## config.mk

```make
export PLATFORM = sky130hd
export DESIGN_NAME = seg_scanner
export DESIGN_NICKNAME = d
export VERILOG_FILES = /design/src/rtl/seg_pkg.sv /design/src/rtl/seg_scanner_hex_to_seg.sv /design/src/rtl/seg_scanner.sv
export SDC_FILE = /design/constraint.sdc
export NUM_CORES = 1
export LEC_CHECK = 0
export ABC_AREA = 1
export CAP_MARGIN = 20
export CORE_MARGIN = 5
export CORE_UTILIZATION = 56
export DETAILED_ROUTE_END_ITERATION = 6
export PLACE_DENSITY = 0.85
export SLEW_MARGIN = 30
export SYNTH_ARGS = -nofsm -noshare
export SYNTH_HDL_FRONTEND = slang
export SYNTH_SLANG_ARGS = --single-unit
```

## constraint.sdc

```tcl
create_clock -name clk -period 7 [get_ports clk]
set_input_delay 1.75 -clock clk [delete_from_list [all_inputs] [get_ports clk]]
set_output_delay 1.75 -clock clk [all_outputs]
set_load 0.01 [all_outputs]
```

## src/rtl/seg_pkg.sv

```systemverilog
// Shared display constants for the seven-segment display blocks.
package seg_pkg;

  localparam int unsigned DIGITS_DEFAULT = 8;

  // Segment vectors are ordered {g,f,e,d,c,b,a} and are active-low
  localparam logic [6:0] SEG_BLANK = 7'h7F;

  // Active-low polarities for the digit enables and the decimal point
  localparam logic AN_ON  = 1'b0;
  localparam logic AN_OFF = 1'b1;
  localparam logic DP_ON  = 1'b0;
  localparam logic DP_OFF = 1'b1;

  // Hex glyphs 0..F, active-low {g..a}
  localparam logic [6:0] SEG_TABLE [16] = '{
    7'b1000000, 7'b1111001, 7'b0100100, 7'b0110000,
    7'b0011001, 7'b0010010, 7'b0000010, 7'b1111000,
    7'b0000000, 7'b0010000, 7'b0001000, 7'b0000011,
    7'b1000110, 7'b0100001, 7'b0000110, 7'b0001110
  };

  function automatic logic [6:0] hex_glyph(input logic [3:0] nib);
    return SEG_TABLE[nib];
  endfunction

endpackage

```

## src/rtl/seg_scanner_hex_to_seg.sv

```systemverilog
// Combinational hex nibble to active-low seven-segment decoder.
module hex_to_seg
  import seg_pkg::*;
(
  input  logic [3:0] nibble,
  output logic [6:0] seg
);

  // Table lookup of the glyph for the nibble
  always_comb begin
    seg = hex_glyph(nibble);
  end

endmodule

```

## src/rtl/seg_scanner.sv

```systemverilog
// Time-multiplexed seven-segment scanner: advances one digit per rising edge
// of the (asynchronous) scan_clk input and latches a new value per frame.
module seg_scanner
  import seg_pkg::*;
#(
  parameter int unsigned DIGITS           = DIGITS_DEFAULT,
  parameter int          BLANK_LZ_DEFAULT = 0
) (
  input  logic                  clk,
  input  logic                  rst_n,
  input  logic                  scan_clk,
  input  logic [4*DIGITS-1:0]   data,
  input  logic [DIGITS-1:0]     dp_mask,
  input  logic                  blank_en,
  output logic [DIGITS-1:0]     an,
  output logic [6:0]            seg,
  output logic                  dp,
  output logic                  frame_done
);

  localparam int unsigned IDX_W = (DIGITS > 1) ? $clog2(DIGITS) : 1;
  localparam logic [IDX_W-1:0] IDX_LAST = IDX_W'(DIGITS - 1);

  // BLANK_LZ_DEFAULT is the value integrators tie blank_en to; only 0/1 are meaningful
  if (BLANK_LZ_DEFAULT != 0 && BLANK_LZ_DEFAULT != 1) begin : g_bad_blank_default
    $error("seg_scanner: BLANK_LZ_DEFAULT must be 0 or 1");
  end

  logic                  s1, s2, s3;
  logic                  scan_tick;
  logic                  wrap;
  logic [IDX_W-1:0]      idx;
  logic [4*DIGITS-1:0]   data_lat;
  logic [DIGITS-1:0]     dp_lat;

  logic [DIGITS-1:0]     lz;
  logic [3:0]            nib_sel;
  logic                  dp_sel;
  logic                  blank_sel;
  logic [DIGITS-1:0]     an_nxt;
  logic [6:0]            seg_dec;
  logic [6:0]            seg_nxt;
  logic                  dp_nxt;

  // Two-flop synchroniser plus history flop for rising-edge detection
  always_ff @(posedge clk or negedge rst_n) begin
    if (!rst_n) begin
      s1 <= 1'b0;
      s2 <= 1'b0;
      s3 <= 1'b0;
    end else begin
      s1 <= scan_clk;
      s2 <= s1;
      s3 <= s2;
    end
  end

  assign scan_tick = s2 & ~s3;
  assign wrap      = scan_tick && (idx == IDX_LAST);

  // Digit index advance and whole-frame latch on the wrap to digit 0
  always_ff @(posedge clk or negedge rst_n) begin
    if (!rst_n) begin
      idx        <= IDX_LAST;
      data_lat   <= '0;
      dp_lat     <= '0;
      frame_done <= 1'b0;
    end else begin
      frame_done <= wrap;
      if (scan_tick) begin
        idx <= wrap ? '0 : idx + IDX_W'(1);
      end
      if (wrap) begin
        data_lat <= data;
        dp_lat   <= dp_mask;
      end
    end
  end

  // Leading-zero map: lz[i] set when latched nibbles i..DIGITS-1 are all zero
  always_comb begin
    logic run;
    run = 1'b1;
    lz  = '0;
    for (int unsigned k = 0; k < DIGITS; k++) begin
      run = run & (data_lat[4*(DIGITS-1-k) +: 4] == 4'h0);
      lz[DIGITS-1-k] = run;
    end
    lz[0] = 1'b0;
  end

  // Select the current digit's nibble, dp request and blanking; build the enable
  always_comb begin
    nib_sel   = '0;
    dp_sel    = 1'b0;
    blank_sel = 1'b0;
    an_nxt    = {DIGITS{AN_OFF}};
    for (int unsigned i = 0; i < DIGITS; i++) begin
      if (idx == IDX_W'(i)) begin
        nib_sel   = data_lat[4*i +: 4];
        dp_sel    = dp_lat[i];
        blank_sel = blank_en & lz[i];
        an_nxt[i] = AN_ON;
      end
    end
  end

  hex_to_seg u_hex_to_seg (
    .nibble (nib_sel),
    .seg    (seg_dec)
  );

  // Blanking overrides segments only; the decimal point is independent
  always_comb begin
    seg_nxt = blank_sel ? SEG_BLANK : seg_dec;
    dp_nxt  = dp_sel ? DP_ON : DP_OFF;
  end

  // Registered display outputs, one clk behind the index
  always_ff @(posedge clk or negedge rst_n) begin
    if (!rst_n) begin
      an  <= {DIGITS{AN_OFF}};
      seg <= SEG_BLANK;
      dp  <= DP_OFF;
    end else begin
      an  <= an_nxt;
      seg <= seg_nxt;
      dp  <= dp_nxt;
    end
  end

endmodule

```

### After elaboration in Yosys (flattened, before gate mapping)

Memories as Yosys holds them, arrays and structs flattened.
Cells that the tools add are included.

* equality and inequality tests: 7
* reductions and logical operators: 9
* multiply operators: 0
* divide/modulo/power cells: 0
* muxes and demuxes: 36
* bitwise operators: 16
* shift operators: 0
* add/subtract/negate cells: 1
* order comparisons: 1

Operator list (count)
* $mux 4: 8
* $logic_not 4->1: 7
* $mux 1: 24
* $mux 7: 3
* $and 1x1->1: 14
* $eq 3x3->1 const B: 4
* $eq 3x2->1 const B: 2
* $ge 5x5->1 const B: 1
* $not 4->5: 1
* $add 3x1->3 const B: 1
* $eq 3x1->1 const B: 1
* $logic_not 3->1: 1
* $mux 3: 1
* $logic_and 1x1->1: 1
* $not 1->1: 1

* bits in latches: 0
* ROM bits: 112
* logic and storage cells: 81
* memories kept: 1
* output and inout port bits: 17
* flip-flop bits (word level): 63
* memory bits (writable): 0
* bits of input ports: 44

Memories
* (no name shown): depth 16, width 7, read ports 1, clocked after memory_dff 0, write ports 0, RTL line seg_pkg.sv:24 `return SEG_TABLE[nib];`

### Longest topological paths before layout

Gate-level depths: netlist of the first run.

* depth in word-level cells: 16
* depth in mapped cells: 21
* depth with buffers taken out: 21

### Cells and area by module

From an unflattened synthesis of the first run, not the netlist that was laid out.

* cell total of the unflattened synthesis: 393
* area, all modules: 3164.3 um2

Modules (own cells, without submodules)
* seg_scanner: area each 2890.3 um2, instances 1, seq. area each 1600.3 um2, cells an instance 344
* hex_to_seg: area each 274.0 um2, instances 1, seq. area each 0.0 um2, cells an instance 49

### Worst setup path after synthesis of the first run

Ideal clock, no wire load.

* path kind: input -> register
* from: input blank_en
* to: register seg[1]
* setup slack: 4.594 ns
* library setup time: 0.060 ns
* path buffers: 0
* stages on the path: 6
* arrival time: 2.346 ns
* data required time: 6.940 ns
* cells stage by stage: nand3_1 nor4_1 nand2_1 nand2_1 nor2_1 nand2_1

* cells in the longest elaborated chain, start to end: 9
* elaborated cells between the ends (all ways): 15
* those cells by class: 8 x mux; 7 x bitwise

RTL lines
* start: declaration: RTL line seg_scanner.sv:14 `input logic blank_en,`
* $and 1x1->1: RTL line seg_scanner.sv:102 `blank_sel = blank_en & lz[i];`
* $mux 1 (6 in series): RTL line seg_scanner.sv:99 `if (idx == IDX_W'(i)) begin`
* $mux 1 (*): RTL line seg_scanner.sv:99
* $mux 7 (*): RTL line seg_scanner.sv:115 `seg_nxt = blank_sel ? SEG_BLANK : seg_dec;`
* via seg_nxt[1]: RTL line seg_scanner.sv:42 `logic [6:0] seg_nxt;`
* end signal: assignment: RTL line seg_scanner.sv:127 `seg <= seg_nxt;`
* end: declaration: RTL line seg_scanner.sv:16 `output logic [6:0] seg,`

The timed path passes the listed nets; every way through them passes the cells marked *.
A chain may end at the register's enable or synchronous reset.

### Final worst setup path of the first run

* from: register seg[1]
* to: output seg[1]

No word-level cell between the ends.

==> results.toml, run 1 <==
[die]
ios = 61
fp.dieW_um = 85.6
dieHeight_um = 85.6
row_count = 27
dieArea_sq_um = 7340
coreArea_sq_um = 5540
initial_core_util = 0.578

[yosys]
yosysTopAreaCell = "dfrtp_1"
yosysWarnings = 0
ys_ff_latch = 63
muxShareOfSynthArea = 0
syn-num-nets = 463
yosysSeqAreaShare = 0.499
synthTopCellsByArea = "dfrtp_1, nand2_1, dfstp_2"
synth_top_family_by_area = "simple AND/OR/NAND/NOR gates"
synth_compound_area_frac = 0.0426
post_synth.cell_area_avg_sq_um = 7.87
yosysTopAreaCellShare = 0.344
syn-instance-count = 407
ys_async_sr_fraction = 1.00
synthSimpleGateAreaFrac = 0.351
syn-cell-area_sq_um = 3200
yosys.area_share.adder = 0.0469
synth_edf_count = 0
post_synth_num_cell_types = 31
synth_ff_type = "dfrtp_1"
synth_xor_area_frac = 0

[routing]
wl_per_cell_um = 12.7
dr.pass1.iters = 4
drc = 0
wl_mm = 6.93
vias = 2727
via_per_inst = 4.99
ant_nets = 0
drtIter0Drc = 136

[clock_network]
clockBufferDepth = 2
clkLatencyLatePin_ps = 340
cts_inserted_buffers = 9
cts_hold_buffers = 0
postCtsSetupRepairBufs = 0
clk_pin_slew_ps = 70
htreeDepth = 3
cts_tree = "built"
cts_num_sinks = 63
clockRootBuffer = "clkbuf_8"
postCtsResizedCells = 0

[global_route]
grt_pass1_vias = 2761
antenna_found_initial = 0
grt_max_degree = 64
overflow = 0
grt_pass1_wl_mm = 11.9
grt_usage = 0.202

[outcome]
status = "complete, no violations"

[hold_path]
whs_path_depth = 0
holdCritPathClass = "register to register"

[timing]
max_freq_ghz = 0.320
drv_slew = 0
finalHoldViolations = 0
setup_violations = 0
post-route-min-period_ps = 3130
tightest_slew_ps = 874
period_share = 0.447
maxSlewHeadroom = 0.414
final.setup.tns_ps = 0
fin_skew_ps = 10.8
rsz0062_at_grt = "no"

[placement]
portBuffers = 60
hpwl_mm = 5.04
place_congestion = 0.913
placed_area_sq_um = 3860

[layout]
fin_nets = 526
layout_common_cells = "nand2_1, clkdlybuf4s50_1, dfrtp_1"
drive_gt1_frac = 0.149
diodes = 0
nFillCells = 446
final_common_cell = "nand2_1"
stdcell_area_sq_um = 4050
area_growth_pct = 26.4

[worst_setup_path]
crit_chain = "clkdlybuf4s50_1"
startpoint_type = "register"
cp_max_fo = 1
cp-end-kind = "output pin"
path_buf_inv = 1
critPathTopFamily = "buffers and inverters"
required_ps = 5250
max_stage_delay_ps = 530
cpMaxStageDelayCell = "clkdlybuf4s50_1"
worst-setup-path-type = "register to output pin"
r2r_cells = 18
cp.depth = 1
cp_data_arrival_time_ps = 1380

[power_and_ir_drop]
power_density_nw_per_um2 = 472
finalPower_w = 0.00191
vdd_drop_max_mv = 0.253
leakage_nw = 1.99

[job]
cap_violations = 0
cell type report:
cell class                      instances  area [sq um]  area share
Clock buffer                           13           149      0.0368
Sequential cell                        63          1600       0.395
Multi-Input combinational cell        297          1410       0.349
Timing Repair Buffer                   62           611       0.151
Clock inverter                          3          42.5      0.0105
Inverter                               37           144      0.0355
Tap cell                               72          90.1      0.0222
per-layer routing:
| layer | track usage | share of wire |
|---|---|---|
| met2 | 0.340 | 0.48 |
| met5 | 0 | 0 |
| met3 | 0.0394 | 0.061 |
| met4 | 0.0978 | 0.021 |
| met1 | 0.250 | 0.43 |
path summary, 6_finish.rpt:
check	from	to	slack, ps
max	seg[1]$_DFF_PN1_	seg[1]	3870
min	s1$_DFF_PN0_	s2$_DFF_PN0_	360
max reg2reg	idx[1]$_DFFE_PN1P_	seg[0]$_DFF_PN1_	4350
min reg2reg	s1$_DFF_PN0_	s2$_DFF_PN0_	360
max in group asynchronous	rst_n	data_lat[26]$_DFFE_PN0P_	4930
min in group asynchronous	rst_n	dp_lat[1]$_DFFE_PN0P_	1560
cell families after synthesis:
| logic type | after synthesis |
|---|---|
| flip-flops | 63 |
| buffers and inverters | 47 |
| adder cells (fa/ha/maj) | 12 |
| AND/OR/NAND/NOR | 262 |
| AO/OA/AOI/OAI | 23 |
where the power goes:
part | switching (W) | internal, W | leakage, nW
clock | 0.000135 | 0.000174 | 0.0936
sequential | 0.0000991 | 0.000555 | 0.664
combinational | 0.000574 | 0.000374 | 1.24
metrics by stage:
stage	hold slack [ps]	util	std cells	setup WS (ps)
global placement	345	0.696	531	4070
global route	363	0.731	547	3840
finish	359	0.731	547	3870
floorplan	331	-	407	4590
CTS	359	0.731	547	3850
detailed placement	341	0.696	531	3990
flip-flops by register name (all words and copies together) (netlist names):
| register | flops |
|---|---|
| s3 | 1 |
| seg | 7 |
| frame_done | 1 |
| s2 | 1 |
| dp_lat | 8 |
| data_lat | 32 |
| an | 8 |
| idx | 3 |
| s1 | 1 |
| dp | 1 |
cells in the mapped netlist (4+ instances only):
master,n
clkbuf_1,6
dfrtp_1,44
dfstp_2,19
ha_1,12
inv_1,24
inv_2,11
nand2_1,191
nand2_2,9
nand2_4,5
nand3_1,24
nor2_1,18
nor4_1,4
o21ai_0,13
No activity file was read; power rests on OpenSTA's default activity.
==> inputs of run 2 (changes only) <==
Settings changed: CORE_UTILIZATION 56 to 52, PLACE_DENSITY 0.85 to 0.8.
Clock period 7 ns to 3.22 ns, I/O delays scaled along.
==> run 2 against run 1 <==
Wire length up 2.8%. Count of clock-buffer cells in the layout is 1 lower. Worst setup slack got worse by 3200 ps. First-iteration DRC count rose by 13%. Critical path type is now register to register. Largest power group unchanged. Highest routed layer unchanged.
==> results.toml, run 2 (synthesis results as in run 1) <==
[global_route]
grt_pass1_wl_mm = 12.4
grt_pass1_vias = 2731
grt_usage = 0.206
overflow = 0
grt_max_degree = 64
antenna_found_initial = 0

[worst_setup_path]
worst-setup-path-type = "register to register"
r2r_cells = 19
cp-end-kind = "register"
required_ps = 3500
max_stage_delay_ps = 550
cp_data_arrival_time_ps = 2850
cpMostUsedCell = "nand2_1"
crit_chain = "inv_1 > ha_1 > nor2_2 > nand2_1 > nand2_1 > nand2_1 > nand2_1 > nand2_1 > nand2_1 > nand2_1 > nand2_1 > nand2_1 > nand2_1 > inv_1 > ha_1 > nand3b_1 > nand2_1 > nand2_1 > nand3_1"
reg2reg_slack_ps = 650
startpoint_type = "register"
r2r_start = "idx[1]$_DFFE_PN1P_"
reg2reg_to = "seg[3]$_DFF_PN1_"
startpoint = "idx[1]$_DFFE_PN1P_"
cp_max_fo = 5
cpMaxStageDelayCell = "dfstp_2"
worstSetupEndpoint = "seg[3]$_DFF_PN1_"

[layout]
largest_registers = "data_lat (32), an (8), dp_lat (8)"
regMostFlops = "data_lat"
drive_gt1_frac = 0.156
nFillCells = 500
area_growth_pct = 27.2
diodes = 0
finalNonFillerCells = 550
largest_reg_flops = 32
final_common_cell = "nand2_1"
layout_common_cells = "nand2_1, clkdlybuf4s50_1, dfrtp_1"
fin_nets = 526

[die]
fp.dieW_um = 88.5
dieArea_sq_um = 7830
initial_core_util = 0.538
dieHeight_um = 88.5
coreArea_sq_um = 5960
row_count = 28
ios = 61

[clock_network]
clockRootBuffer = "clkbuf_8"
cts_hold_buffers = 0
cts_inserted_buffers = 9
cts_tree = "built"
postCtsResizedCells = 0
clkLatencyLatePin_ps = 340
postCtsSetupRepairBufs = 0
clockBufferDepth = 2
clk_pin_slew_ps = 70
htreeDepth = 3
cts_num_sinks = 63

[timing]
drv_slew = 0
finalHoldViolations = 0
post-route-min-period_ps = 2570
tightest_slew_ps = 522
setup_violations = 0
fin_skew_ps = 5.18
rsz0062_at_grt = "no"
max_freq_ghz = 0.389
final.setup.tns_ps = 0
period_share = 0.799
maxSlewHeadroom = 0.652

[hold_path]
holdCritPathClass = "register to register"

[routing]
wl_mm = 7.12
vias = 2749
top_layer = "met4"
via_per_inst = 5.00
drtIter0Drc = 154
wl_per_cell_um = 12.9
dr_wl_met2_mm = 3.29
ant_nets = 0
dr.pass1.iters = 4
drt-met1-wl_mm = 3.16
met3_length_um = 525
drc = 0

[power_and_ir_drop]
leakage_nw = 2.01
power_density_nw_per_um2 = 1030
vdd_drop_max_mv = 0.680

[placement]
dp_cells = 534
hpwl_mm = 5.21
portBuffers = 60
place_congestion = 0.950

[outcome]
status = "complete, no violations"

[job]
cap_violations = 0
==> run 2: cell types whose count changed in the layout (fill, tap and decap cells not counted), sizes merged <==
cell	change
clkbuf	-1
clkinv	+1
clkinvlp	-1
inv	+1
==> run 2: layout make-up <==
class	count	area, sq um	share of cell area
flip-flops and latches	63	1600	0.393
multi-input cells	297	1410	0.347
repair buffers	62	623	0.153
clock buffers	12	155	0.0381
inverters	37	144	0.0353
well taps	75	93.8	0.0230
clock inverters	4	45.0	0.0111
==> run 2: layer usage <==
metal	global-route usage	vias to the layer above
met2	0.331	81
met3	0.0382	13
met4	0.0838	0
met1	0.275	1269
li1	-	1386
met5	0	-
==> run 2: worst min path at each step <==
stage                 start      endpoint  slack, ps  depth (start not counted)
2_1_floorplan  s1$_DFF_PN0_  s2$_DFF_PN0_        330                          0
3_3_place_gp   s1$_DFF_PN0_  s2$_DFF_PN0_        350                          0
3_5_place_dp   s1$_DFF_PN0_  s2$_DFF_PN0_        360                          0
4_1_cts        s1$_DFF_PN0_  s2$_DFF_PN0_        370                          0
5_1_grt        s1$_DFF_PN0_  s2$_DFF_PN0_        370                          0
6_report       s1$_DFF_PN0_  s2$_DFF_PN0_        370                          0
==> run 2: where the power goes <==
part           internal, W  switching, W
logic             0.000817       0.00126
registers          0.00121      0.000234
clock network     0.000396      0.000290
==> run 2: metrics by stage <==
stage	cell area, sq um	utilization	total power [W]	setup slack [ps]	hold WS (ps)
2_1_floorplan	3200	-	0.00290	958	331
3_3_place_gp	3870	0.651	0.00341	813	347
3_5_place_dp	3870	0.651	0.00350	714	362
4_1_cts	4080	0.684	0.00421	675	372
5_1_grt	4080	0.684	0.00458	414	374
6_report	4080	0.684	0.00421	647	367
==> run 2: critical path: cells and delay by family, from the launching register on <==
kind          cells  cell delay (ps)
fa+ha+maj         2              550
flops             1              550
buf+inv           2              170
simple gates     15             1250
